### src/rtl/palette_lut_animated.sv
// Programmable colour-code to RGB palette with optional palette-cycling rotation; 2-cycle latency.
// No backpressure (one code per clock); optional transparent_out under PALETTE_TRANSPARENCY_EN.
module palette_lut_animated #(
    parameter int CODE_W           = 3,
    parameter int RGB_W            = 8,
    parameter int CYCLE_FRAMES     = 16,
    parameter int TRANSPARENT_CODE = 0
) (
    input  logic              clk,
    input  logic              resetN,
    input  logic              startOfFrame,
    input  logic [CODE_W-1:0] code_in,
    input  logic              code_valid,
    input  logic              wr_en,
    input  logic [CODE_W-1:0] wr_addr,
    input  logic [RGB_W-1:0]  wr_data,
    input  logic              cycle_en,
    input  logic              offset_clr,
    output logic [RGB_W-1:0]  rgb_out,
    output logic              rgb_valid,
    output logic [CODE_W-1:0] offset_out
`ifdef PALETTE_TRANSPARENCY_EN
    ,
    output logic              transparent_out
`endif
);

    localparam int N = 1 << CODE_W;
    localparam logic [7:0]        CNT_LAST = 8'(CYCLE_FRAMES - 1);
    localparam logic [CODE_W-1:0] OFF_ONE  = {{(CODE_W-1){1'b0}}, 1'b1};

    typedef enum logic {IDLE, COUNT} state_t;

    logic [RGB_W-1:0]  palette [N];
    logic [CODE_W-1:0] eff_addr;
    logic [CODE_W-1:0] s1_addr;
    logic              s1_vld;
    logic [7:0]        frame_cnt;
    state_t            state;

    function automatic logic [7:0] default_low(input int idx);
        case (idx)
            0:       return 8'hCC;
            1:       return 8'h59;
            2:       return 8'hDA;
            3:       return 8'h5B;
            4:       return 8'h4D;
            5:       return 8'h78;
            6:       return 8'hD8;
            7:       return 8'hEE;
            default: return 8'h00;
        endcase
    endfunction

    assign eff_addr = code_in + offset_out;

    always_ff @(posedge clk) begin
        if (!resetN) begin
            for (int i = 0; i < N; i++) begin
                palette[i] <= RGB_W'(default_low(i));
            end
        end else if (wr_en) begin
            palette[wr_addr] <= wr_data;
        end
    end

    // Stage 2 reads the pre-edge palette, so a same-cycle write to the entry returns the old value.
    always_ff @(posedge clk) begin
        if (!resetN) begin
            s1_vld    <= 1'b0;
            s1_addr   <= '0;
            rgb_valid <= 1'b0;
            rgb_out   <= '0;
        end else begin
            s1_vld    <= code_valid;
            s1_addr   <= eff_addr;
            rgb_valid <= s1_vld;
            if (s1_vld) begin
                rgb_out <= palette[s1_addr];
            end
        end
    end

`ifdef PALETTE_TRANSPARENCY_EN
    localparam logic [CODE_W-1:0] TP_CODE = CODE_W'(TRANSPARENT_CODE);
    logic s1_tr;

    always_ff @(posedge clk) begin
        if (!resetN) begin
            s1_tr           <= 1'b0;
            transparent_out <= 1'b0;
        end else begin
            s1_tr           <= code_valid && (code_in == TP_CODE);
            transparent_out <= s1_vld && s1_tr;
        end
    end
`endif

    always_ff @(posedge clk) begin
        if (!resetN) begin
            state      <= IDLE;
            frame_cnt  <= '0;
            offset_out <= '0;
        end else begin
            case (state)
                IDLE: begin
                    frame_cnt <= '0;
                    if (cycle_en) begin
                        state <= COUNT;
                    end
                end
                COUNT: begin
                    if (!cycle_en) begin
                        state     <= IDLE;
                        frame_cnt <= '0;
                    end else if (startOfFrame) begin
                        if (frame_cnt == CNT_LAST) begin
                            frame_cnt  <= '0;
                            offset_out <= offset_out + OFF_ONE;
                        end else begin
                            frame_cnt <= frame_cnt + 8'd1;
                        end
                    end
                end
                default: state <= IDLE;
            endcase
            // Clear wins over any rotation step in the same cycle.
            if (offset_clr) begin
                offset_out <= '0;
                frame_cnt  <= '0;
            end
        end
    end

endmodule

### config.mk
export PLATFORM = sky130hd
export DESIGN_NAME = palette_lut_animated
export DESIGN_NICKNAME = d
export VERILOG_FILES = /design/src/rtl/palette_lut_animated.sv
export SDC_FILE = /design/constraint.sdc
export NUM_CORES = 1
export LEC_CHECK = 0
export ABC_AREA = 1
export CORE_AREA = 10 10 115 117
export DETAILED_ROUTE_END_ITERATION = 10
export DIE_AREA = 0 0 125 127
export HOLD_SLACK_MARGIN = 0.15
export PLACE_DENSITY = 0.61
export SLEW_MARGIN = 10
export SYNTH_ARGS = -nofsm -noshare
export SYNTH_HDL_FRONTEND = slang
export SYNTH_SLANG_ARGS = --single-unit
### constraint.sdc
create_clock -name clk -period 1.8 [get_ports clk]
set_input_delay 0.36 -clock clk [delete_from_list [all_inputs] [get_ports clk]]
set_output_delay 0.36 -clock clk [all_outputs]
set_load 0.05 [all_outputs]
==> impl_metrics.csv <==
group,metric,value,unit
detailed_routing,wl_met2,4090,microns
detailed_routing,viasPerCell,4.60,
logic_synthesis,synth_top_area_share,44.7,%
floorplanning,die_h,127,microns
clock_network,cts-root-buf,"clkbuf_16",
global_routing,grt_pass1_wl,15600,microns
power_and_ir_drop,power,0.00447,W
clock_network,clk_pin_slew,0.06,ns
logic_synthesis,synth-seq-cells,89,
timing,hold_violations,0,
logic_synthesis,syn_inst,516,
timing,tightest_slew,0.476,ns
clock_network,cts.sinks,89,
hold_path,hold_class,"reg -> reg",
power_and_ir_drop,powerDensity,871,mW/mm^2
global_routing,antenna_found_initial,0,
clock_network,clk_path_buf_depth,2,
logic_synthesis,synth_compound_area_share,3.60,%
detailed_routing,drt_wl_total,9750,microns
floorplanning,start_util,38.7,%
logic_synthesis,synth_async_sr_flop_share,0,%
setup_path,crit_required,1.80,ns
timing,slew_headroom,68.2,%
clock_network,clock_latency,0.34,ns
clock_network,cts_tree,"yes",
timing,max_freq,643,MHz
timing,skew,0.00745,ns
detailed_routing,m1WireLength,4900,microns
timing,period_minus_slack,1.56,ns
run,maxCapViolations,0,
cells_and_area,final_net_count,594,
timing,rsz0062_at_grt,"no",
timing,setup_viol,0,
clock_network,postCtsSetupBuffers,0,
cells_and_area,num-fill-cells,1079,
detailed_routing,dr_total_vias,3297,
detailed_routing,wl_met3,596,microns
setup_path,worstSetupPathType,"in -> reg",
timing,tns,0,ns
logic_synthesis,synth_area_leaders,"edfxtp_1, nand2_1, dfxtp_1",
detailed_routing,postRouteAntennaNets,0,
logic_synthesis,synth_xor_area_share,0.407,%
outcome,outcome,"complete, no violations",
global_routing,grt_start_max_net_pins,33,
floorplanning,core-area,0.0111,sq mm
power_and_ir_drop,ir_drop,0.432,mV
detailed_routing,drc,0,
global_routing,grt_overflow,0,
setup_path,arrival,1.56,ns
clock_network,cts_buffers,9,
clock_network,cts_resized,0,
logic_synthesis,synth_top_cell_by_area,"edfxtp_1",
global_routing,grt_util_all_layers,12.2,%
power_and_ir_drop,leakagePower,2.28,nW
cells_and_area,n_antenna_cell,0,
logic_synthesis,synthSimpleGateAreaFrac,26.8,%
setup_path,startpoint_type,"input port",
placement,dp_hpwl,7120,microns
placement,portBuffers,32,
detailed_routing,dr.first_iter.drc_count,326,
logic_synthesis,ys_warn_count,0,
detailed_routing,wl_per_cell,13.6,microns
clock_network,htree_levels,3,
detailed_routing,top_layer_used,"met4",
placement,place.gp.congestion,0.865,
logic_synthesis,synth_area_per_cell,8.34,sq um
logic_synthesis,synth_top_family_by_area,"simple AND/OR/NAND/NOR gates",
logic_synthesis,yosysMostFrequentCell,"nand2_1",
cells_and_area,seq_area,0.00242,sq mm
cells_and_area,syn_to_final_growth,19.3,%
logic_synthesis,synthAdderAreaFrac,1.34,%
timing,slew_violations,0,
floorplanning,num_rows,39,
clock_network,holdBufCountCts,0,
setup_path,end_kind,"flop",
detailed_routing,dr.pass1.iters,5,
logic_synthesis,ys_seq_area_share,56.3,%
global_routing,first_global_vias,2997,
logic_synthesis,synth.mux.area_fraction,0,%
logic_synthesis,syn-num-nets,541,
floorplanning,dieArea,0.0159,sq mm
floorplanning,die_x,125,microns
logic_synthesis,ys_types,19,
logic_synthesis,netlist_top_cells_count,"nand2_1, inv_1, edfxtp_1, nand3_1, nor2_1",
setup_path,cp_max_fo,8,
logic_synthesis,synthesis.area,0.00430,sq mm
logic_synthesis,synth-edff-count,64,
floorplanning,num_io_pins,33,
cells_and_area,drive_gt1_share,12.5,%
logic_synthesis,synth_flop_cell,"edfxtp_1",
cells_and_area,multi_input_area,0.00138,sq mm
timing,period_share,86.4,%
per-layer routing:
layer	track usage [%]	vias to the layer above
met5	0	-
met4	4.27	0
met3	2.85	15
met2	17.5	105
met1	17.5	1474
li1	-	1703
placed cells by master, fill, tap and decap left out, drive strengths merged:
cell	synthesis	final
a21oi	17	17
buf	11	36
clkbuf	3	12
clkdlybuf4s50	0	20
clkinv	0	3
clkinvlp	0	1
dfxtp	25	25
edfxtp	64	64
fa	1	1
ha	3	3
inv	106	106
nand2	159	159
nand3	54	54
nor2	57	57
o21ai	14	14
xnor2	1	1
xor2	1	1
state kept, by name, indices dropped and copies added, names as in the netlist:
name / cells
state: 1
frame_cnt: 8
offset_out: 3
palette: 64
s1_vld: 1
rgb_out: 8
s1_addr: 3
rgb_valid: 1
worst max-delay path, cell delays in order:
cell	delay [ns]
clkdlybuf4s50_1	0.47
nand2_1	0.09
nor2_2	0.10
inv_2	0.11
nor2_4	0.12
inv_2	0.05
nand2_1	0.26
report_power, final:
group,switching [W],internal [W]
Clock,0.000718,0.000924
Combinational,0.000310,0.000164
Sequential,0.0000467,0.00231
final cells by class:
class / count / area share [%]
Sequential cell: 89 / 47.2
Multi-Input combinational cell: 307 / 26.9
Timing Repair Buffer: 56 / 9.65
Inverter: 106 / 7.75
Clock buffer: 12 / 4.61
Tap cell: 143 / 3.48
Clock inverter: 4 / 0.390
metrics by stage:
stage | util (%) | hold slack (ns) | cell area, sq um | cells | worst slack [ns]
floorplan | - | 0.453 | 4300 | 516 | 0.226
global placement | 43.8 | 0.479 | 4880 | 701 | -0.0566
detailed placement | 43.8 | 0.493 | 4880 | 701 | -0.107
CTS | 46.2 | 0.499 | 5130 | 717 | 0.248
global route | 46.2 | 0.519 | 5130 | 717 | 0.162
finish | 46.2 | 0.497 | 5130 | 717 | 0.245
cells by family after synthesis:
logic type / count (synthesis)
AOI/OAI and AO/OA: 31
and+or+nand+nor: 270
buffers and inverters: 120
xor gates and xnor gates: 2
DFF: 89
adders and majority gates: 4
worst paths after layout:
path         slack, ns  cells after the start                          end                        from
max               0.24                      7  palette[5][0]$_SDFFCE_PN0P_                      resetN
min               0.50                      2    frame_cnt[4]$_SDFFE_PP0P_   frame_cnt[4]$_SDFFE_PP0P_
max reg2reg       0.42                      5        s1_addr[2]$_SDFF_PN0_  offset_out[0]$_SDFFE_PP0P_
min reg2reg       0.50                      2    frame_cnt[4]$_SDFFE_PP0P_   frame_cnt[4]$_SDFFE_PP0P_
(Power assumes the default switching activity.)
